## src/rtl/mem_pkg.sv

```systemverilog
// Shared mem-op encodings and return-state type for the data SRAM port.
package mem_pkg;

   // d_op[4:3] access class
   localparam logic [1:0] MEM_READ  = 2'b01;
   localparam logic [1:0] MEM_WRITE = 2'b10;

   // d_op[1:0] access size; 2'b11 is an unknown size
   localparam logic [1:0] MEM_BYTE  = 2'b00;
   localparam logic [1:0] MEM_HALF  = 2'b01;
   localparam logic [1:0] MEM_WORD  = 2'b10;

   typedef enum logic [1:0] {
      IDLE  = 2'b00,
      RD_IF = 2'b01,
      RD_D  = 2'b10
   } ret_state_t;

endpackage

```

## src/rtl/mem_lane_gen.sv

```systemverilog
// Byte-lane write enables, lane-replicated store data and alignment check.
module mem_lane_gen
   import mem_pkg::*;
(
   input  logic [1:0]  op_cls,
   input  logic [1:0]  op_size,
   input  logic [1:0]  addr_lo,
   input  logic [31:0] wdata,
   output logic [3:0]  wen,
   output logic [31:0] din,
   output logic        misalign
);

   always_comb begin
      wen      = '0;
      din      = wdata;
      misalign = 1'b0;

      if (op_cls == MEM_READ || op_cls == MEM_WRITE) begin
         case (op_size)
            MEM_HALF: misalign = addr_lo[0];
            MEM_WORD: misalign = |addr_lo;
            default:  misalign = 1'b0;
         endcase
      end

      if (op_cls == MEM_WRITE && !misalign) begin
         case (op_size)
            MEM_BYTE: begin
               wen = 4'b0001 << addr_lo;
               din = {4{wdata[7:0]}};
            end
            MEM_HALF: begin
               wen = 4'b0011 << {addr_lo[1], 1'b0};
               din = {2{wdata[15:0]}};
            end
            MEM_WORD: wen = '1;
            default:  wen = '0;
         endcase
      end
   end

endmodule

```

## src/rtl/mem_port_arbiter.sv

```systemverilog
// Fetch/data arbiter for the single-port data SRAM with bounded fetch starvation
// and one-cycle read-return steering.
module mem_port_arbiter
   import mem_pkg::*;
#(
   parameter int unsigned STARVE_MAX = 4,
   parameter int unsigned ADDR_W     = 14
) (
   input  logic              clk,
   input  logic              rst_n,
   input  logic              if_req,
   input  logic [31:0]       if_addr,
   output logic              if_gnt,
   output logic              if_rvalid,
   output logic [31:0]       if_rdata,
   input  logic              d_req,
   input  logic [4:0]        d_op,
   input  logic [31:0]       d_addr,
   input  logic [31:0]       d_wdata,
   output logic              d_gnt,
   output logic              d_err,
   output logic              d_rvalid,
   output logic [31:0]       d_rdata,
   output logic              sram_cs,
   output logic [ADDR_W-1:0] sram_addr,
   output logic [3:0]        sram_wen,
   output logic [31:0]       sram_din,
   input  logic [31:0]       sram_dout
);

   localparam logic [3:0] SMAX = 4'(STARVE_MAX);

   ret_state_t  state, nxt_state;
   logic [3:0]  starve_cnt;
   logic [3:0]  lane_wen;
   logic [31:0] lane_din;
   logic        lane_misalign;
   logic        if_win;
   logic        d_rd, d_wr;
   logic        unused_bits;

   assign unused_bits = ^{if_addr[31:ADDR_W+2], if_addr[1:0], d_addr[31:ADDR_W+2], d_op[2]};

   mem_lane_gen u_lane (
      .op_cls   (d_op[4:3]),
      .op_size  (d_op[1:0]),
      .addr_lo  (d_addr[1:0]),
      .wdata    (d_wdata),
      .wen      (lane_wen),
      .din      (lane_din),
      .misalign (lane_misalign)
   );

   always_ff @(posedge clk or negedge rst_n) begin
      if (!rst_n) begin
         state      <= IDLE;
         starve_cnt <= '0;
      end else begin
         state <= nxt_state;
         if (!if_req || if_gnt)
            starve_cnt <= '0;
         else if (starve_cnt != SMAX)
            starve_cnt <= starve_cnt + 4'd1;
      end
   end

   always_comb begin
      nxt_state = IDLE;
      if_win    = 1'b0;
      d_rd      = 1'b0;
      d_wr      = 1'b0;
      if_gnt    = 1'b0;
      d_gnt     = 1'b0;
      d_err     = 1'b0;
      sram_cs   = 1'b0;
      sram_addr = '0;
      sram_wen  = '0;
      sram_din  = '0;

      // Grants are gated by rst_n so nothing issues while reset is held.
      if (rst_n) begin
         d_rd   = (d_op[4:3] == MEM_READ);
         d_wr   = (d_op[4:3] == MEM_WRITE);
         if_win = if_req && (!d_req || starve_cnt == SMAX);
         if (if_win) begin
            if_gnt    = 1'b1;
            sram_cs   = 1'b1;
            sram_addr = if_addr[ADDR_W+1:2];
            nxt_state = RD_IF;
         end else if (d_req) begin
            d_gnt = 1'b1;
            d_err = lane_misalign;
            if (!lane_misalign) begin
               if (d_rd) begin
                  sram_cs   = 1'b1;
                  sram_addr = d_addr[ADDR_W+1:2];
                  nxt_state = RD_D;
               end else if (d_wr && lane_wen != 4'b0000) begin
                  sram_cs   = 1'b1;
                  sram_addr = d_addr[ADDR_W+1:2];
                  sram_wen  = lane_wen;
                  sram_din  = lane_din;
               end
            end
         end
      end

      if_rvalid = (state == RD_IF);
      d_rvalid  = (state == RD_D);
      if_rdata  = if_rvalid ? sram_dout : '0;
      d_rdata   = d_rvalid  ? sram_dout : '0;
   end

endmodule
```

## config.mk

```make
export PLATFORM = sky130hd
export DESIGN_NAME = mem_port_arbiter
export DESIGN_NICKNAME = d
export VERILOG_FILES = /design/src/rtl/mem_pkg.sv /design/src/rtl/mem_lane_gen.sv /design/src/rtl/mem_port_arbiter.sv
export SDC_FILE = /design/constraint.sdc
export NUM_CORES = 1
export LEC_CHECK = 0
export CORE_AREA = 2 2 98 100
export CTS_BUF_LIST = sky130_fd_sc_hd__clkbuf_8
export DETAILED_ROUTE_END_ITERATION = 6
export DIE_AREA = 0 0 100 102
export PLACE_DENSITY = 0.76
export REMOVE_ABC_BUFFERS = 1
export SLEW_MARGIN = 20
export SYNTH_ARGS = -nofsm -noshare
export SYNTH_HDL_FRONTEND = slang
export SYNTH_SLANG_ARGS = --single-unit
```

## constraint.sdc

```tcl
create_clock -name clk -period 3.8 [get_ports clk]
set_input_delay 0.76 -clock clk [delete_from_list [all_inputs] [get_ports clk]]
set_output_delay 0.76 -clock clk [all_outputs]
set_load 0.02 [all_outputs]
```

# Yosys cells after proc, flatten, opt, wreduce, memory -nomap -nowiden

Cells that the tools add are included.

Add/sub/neg operators: 1
Equality and inequality tests: 8
Shifts and indexed selects: 2
Muxes and demuxes: 47
Reduce and logical (&&, ||, !) cells: 13

Operators by type and width:

| operator                                        | count |
|---|---|
| two-way mux 32 bit                              | 9 |
| two-way mux 14 bit                              | 6 |
| case mux 32 bit (2 select lines)                | 1 |
| two-way mux 4 bit                               | 9 |
| two-way mux 1 bit                               | 15 |
| case mux 4 bit (3 select lines)                 | 1 |
| two-way mux 2 bit                               | 5 |
| == test 2 x 1 -> 1 bit, second input constant   | 3 |
| == test 2 bit, second input constant            | 3 |
| adder 4 x 1 -> 4 bit, second input constant     | 1 |
| == test 4 x 3 -> 1 bit, second input constant   | 1 |
| != test 4 x 3 -> 1 bit, second input constant   | 1 |
| nonzero test 4 bit                              | 1 |
| << shifter 1 x 2 -> 4 bit, first input constant | 1 |
| << shifter 2 x 2 -> 4 bit, first input constant | 1 |
| logical AND 1 bit                               | 3 |
| logical NOT 1 bit                               | 3 |
| logical OR 1 bit                                | 3 |
| logical NOT 2 bit                               | 1 |
| case mux 1 bit (2 select lines)                 | 1 |
| nonzero test 2 bit                              | 1 |
| OR reduction 2 bit                              | 1 |

Flip-flop bits (word level): 6
Bits of input ports: 137
Output and inout port bits: 120
Word-level logic and storage cells: 73

# Depth between registers and ports, before layout

Gate-level depths: netlist of the first run.

Depth in word-level cells: 14
Depth in mapped cells: 9
Depth with buffers taken out: 7

# Hierarchy

From an unflattened synthesis of the first run, not the netlist that was laid out.

Cell total of the unflattened synthesis: 314
Area, all modules: 2268.4 µm²

By module, submodules not included:

| module           | times used | cells an instance | area an instance (µm²) | sequential area each (µm²) |
|---|---|---|---|---|
| mem_port_arbiter | 1          | 207               | 1539.0                 | 150.1 |
| mem_lane_gen     | 1          | 107               | 729.4                  | 0.0 |

# Worst setup path before layout of the first run

OpenSTA, ideal clock, no wires.

Path type: input-to-output
Start: in d_op[0]
End: out sram_din[31]
Data arrival time: 2.305 ns
Required time: 3.040 ns
Slack: 0.735 ns
Stages: 7
Buffers on the path: 1
Path through: inv_1 ha_1 and4b_1 a211oi_2 buf_2 nor2_1 nor3_1

Cells in the longest elaborated chain, start to end: 14
Elaborated cells between the ends (all ways): 19
Classes of those cells: eq/ne (2); mux (12); reduce/logical (5)

RTL lines:

| element                                                 | RTL line                               | source |
|---|---|---|
| start, declared                                         | mem_port_arbiter.sv:17                 | `input logic [4:0] d_op,` |
| == test 2 bit or == test 2 x 1 -> 1 bit (tied branches) | mem_lane_gen.sv:20, mem_lane_gen.sv:28 |  |
| case mux 1 bit (2 select lines)                         | mem_lane_gen.sv:20                     | `case (op_size)` |
| two-way mux 1 bit                                       | mem_lane_gen.sv:19                     | `if (op_cls == MEM_READ \|\| op_cls == MEM_WRITE) begin` |
| logical NOT 1 bit                                       | mem_lane_gen.sv:27                     | `if (op_cls == MEM_WRITE && !misalign) begin` |
| logical AND 1 bit                                       | mem_lane_gen.sv:27                     |  |
| two-way mux 4 bit                                       | mem_lane_gen.sv:27                     |  |
| nonzero test 4 bit                                      | mem_port_arbiter.sv:98                 | `end else if (d_wr && lane_wen != 4'b0000) begin` |
| logical AND 1 bit                                       | mem_port_arbiter.sv:98                 |  |
| two-way mux 32 bit                                      | mem_port_arbiter.sv:98                 |  |
| two-way mux 32 bit                                      | mem_port_arbiter.sv:94                 | `if (d_rd) begin` |
| two-way mux 32 bit (*)                                  | mem_port_arbiter.sv:93                 | `if (!lane_misalign) begin` |
| two-way mux 32 bit (*)                                  | mem_port_arbiter.sv:90                 | `end else if (d_req) begin` |
| two-way mux 32 bit (*)                                  | mem_port_arbiter.sv:85                 | `if (if_win) begin` |
| two-way mux 32 bit (*)                                  | mem_port_arbiter.sv:81                 | `if (rst_n) begin` |
| end, declared                                           | mem_port_arbiter.sv:27                 | `output logic [31:0] sram_din,` |

Mark *: on every way between the ends. The rest lies on a longest branch, timed or not.

# Worst setup path after layout of the first run

Start: in d_op[1]
End: out sram_din[26]

Same word-level chain as after synthesis.

==> results.tsv, run 1 <==
metric	value	unit
outcome	finished, final reports clean	
setup_total_negative_slack	0	ns
detail_route.wirelength	8980	µm
fillerInstances	919	
final.min_clock_period	3.73	ns
cap_viol_max_count	0	
die_x	100	µm
worst-endpoint-required	3.04	ns
cts-hold-fix-buffers	0	
vdd.ir_drop.worst	0.0805	mV
power.share.switching	0.345	
synth_cell_type_count	36	
stdcell_area	4270	µm²
multi_input_comb_area	1440	µm²
leading_cell_type_in_the_layout_fill_and_taps_excluded	sky130_fd_sc_hd__clkdlybuf4s50_1	
core	9110	µm²
placed_cell_area	4210	µm²
first_pass_grt_wire_length	12400	µm
floorplan.io_pins	257	
synth.ff_latch_count	6	
syn-mean-instance-area	6.80	µm²
first_iteration_detailed_routing_drc_count	63	
drc	0	
hpwl	7650	µm
cellPowerDensity	120	nW/µm²
timing.final.max_slew_violations	0	
clockRootBuffer	sky130_fd_sc_hd__clkbuf_8	
sequential_cell_area_fraction_in_the_yosys_report	0.0863	
pin_count_of_the_biggest_net_entering_global_routing	34	
layout-drive-gt1-share	0.144	
synthArstFlopShare	1.00	
mostFrequentLayoutCells	sky130_fd_sc_hd__clkdlybuf4s50_1, sky130_fd_sc_hd__and2_1, sky130_fd_sc_hd__nor2_1, sky130_fd_sc_hd__dlygate4sd2_1, sky130_fd_sc_hd__buf_4	
cts.sinks	6	
timing.critical_path.max_delay_family	buffers and inverters	
period_share	0.981	
cellLeakagePower	1.95	nW
utilization	0.468	
slowest_stage	sky130_fd_sc_hd__clkdlybuf4s50_1	
vias_in_the_first_global_route	2510	
internal_power	0.000337	W
clock_skew	0.00173	ns
synth-warning-count	0	
post_synth_instance_area	1740	µm²
routedWlPerCell	14.9	µm
hold-worst-slack	0.567	ns
worstSkewPairLatency	0.22	ns
timing.slew.headroom	0.804	
gr-usage-all-layers	0.152	
die_y	102	µm
worst_path_bufs_invs	6	
timing.final.hold_violations	0	
cpMostUsedCell	sky130_fd_sc_hd__buf_4	
setup.worst_path.end_class	primary output	
synthToLayoutAreaGrowth	145	%
ctsLongestPathBuffers	2	
place_ws	-0.389	ns
pwr-share-comb	0.678	
worst_slack	0.0734	ns
design.die.area	10200	µm²
tritoncts	yes	
io_buffers	221	
power.clock.fraction	0.183	
synth-main-ff-cell	sky130_fd_sc_hd__dfrtp_1	
ctsHtreeMaxLevel	1	
vias	2620	
dr.pass1.iters	4	
final-seq-area	150	µm²
grt.overflow.total	0	
route.detailed.vias_per_inst	4.34	
rrSetupSlack	2.03	ns
clk_transition_reported_paths	0.04	ns
timing.critical_path.arrival	2.97	ns
tightestPinTransition	0.295	ns
cp_slowest_stage_delay	0.47	ns
report.final.setup_viol	0	
synth-edff-count	0	
postRouteAntennaNets	0	
critical_path.startpoint_type	input pin	
hold_path_class	reg2reg	
n_antenna_cell	0	
num_cts_buffers	3	
pwr-share-seq	0.139	
syn_inst	256	
timing.setup.critical_path_class	in2out	
finalNetCount	640	
rows	35	
switchingPower	0.000177	W
start_util	0.191	
list_of_cells_traversed_by_the_critical_path	clkdlybuf4s50_1 > inv_1 > ha_1 > o21ai_0 > buf_4 > a211oi_4 > buf_4 > clkbuf_16 > and3_1 > nor3_2 > dlygate4sd2_1	
worst-path-max-fanout	7	
gp_congestion	0.776	
clock.fmax	268	MHz
antenna_found_initial	0	
-- worst paths after layout --
path | start | cells after the start | to
max | d_op[1] | 11 | sram_din[26]
min | starve_cnt[3]$_DFFE_PN0P_ | 2 | starve_cnt[3]$_DFFE_PN0P_
max reg2reg | starve_cnt[0]$_DFFE_PN0P_ | 7 | starve_cnt[1]$_DFFE_PN0P_
min reg2reg | starve_cnt[3]$_DFFE_PN0P_ | 2 | starve_cnt[3]$_DFFE_PN0P_
max in group asynchronous | rst_n | 2 | starve_cnt[1]$_DFFE_PN0P_
min in group asynchronous | rst_n | 2 | starve_cnt[3]$_DFFE_PN0P_
-- cell type report --
cell class | count | area share
flip-flops and latches | 6 | 0.0352
multi-input cells | 214 | 0.338
inverters | 19 | 0.0170
well taps | 111 | 0.0326
clock buffers | 3 | 0.00968
repair buffers | 251 | 0.567
-- cells in the mapped netlist (all sizes together) (3+ instances only) --
cell type,n,share of area
a22o,14,0.070
nand2,17,0.037
buf,8,0.037
and2,65,0.23
and3,9,0.032
nor3,19,0.10
clkbuf,9,0.019
nand3,3,0.0086
inv,18,0.039
nor2,43,0.093
mux2i,9,0.052
o21ai,3,0.011
dfrtp,6,0.086
a21oi,4,0.012
ha,8,0.058
nor2b,3,0.011
-- cells by family after synthesis --
| logic type | synth area share |
|---|---|
| flops | 0.0863 |
| fa+ha+maj | 0.0575 |
| mux | 0.0518 |
| simple gates | 0.561 |
| xor+xnor | 0.00503 |
| compound gates | 0.140 |
| buf+inv | 0.0985 |
-- state kept, by name (all words and copies together), names as in the netlist --
| name | count |
|---|---|
| starve_cnt | 4 |
| state | 2 |
-- power groups by stage --
stage | sequential [W] | combinational (W) | clock, W
CTS | 0.0000716 | 0.000343 | 0.0000969
global route | 0.0000723 | 0.000375 | 0.000101
detailed placement | 0.0000724 | 0.000347 | 0
global placement | 0.0000720 | 0.000338 | 0
floorplan | 0.0000716 | 0.000131 | 0
finish | 0.0000716 | 0.000348 | 0.0000938
-- worst register-to-register path: stages (launching register included) --
cell and delay, ns:
sky130_fd_sc_hd__dfrtp_1 0.39, sky130_fd_sc_hd__inv_1 0.10, sky130_fd_sc_hd__ha_1 0.20, sky130_fd_sc_hd__and3b_1 0.29, sky130_fd_sc_hd__o211a_1 0.16, sky130_fd_sc_hd__buf_4 0.23
sky130_fd_sc_hd__nand2b_1 0.21, sky130_fd_sc_hd__nor2_1 0.07
-- stage by stage --
step                power [W]  std cells
finish               0.000514        604
global route         0.000548        604
CTS                  0.000512        600
detailed placement   0.000419        596
global placement     0.000410        596
floorplan            0.000203        239
-- layer usage --
metal	GRT usage	routed length, µm	vias up
met5	0	0	-
met4	0.0158	27	0
met3	0.0397	829	2
met2	0.304	4820	140
met1	0.165	3310	1172
li1	-	-	1306
-- what timing repair did --
action / 4_1_cts / 5_1_grt
cloned: 0 / 2
setup buffers: 1 / 2
pin swaps: 1 / 1
endpoints found under the setup margin: 51 / 28
resized for setup: 52 / 38
hold endpoints to repair: 0 / 0
Power figures use the tool's default switching activity.
==> run 2, diff against run 1 <==
GPL_ROUTABILITY_DRIVEN = 0   (was not set)
==> results of run 2 <==
No change in the layout: final DEF, timing and power equal those of run 1.
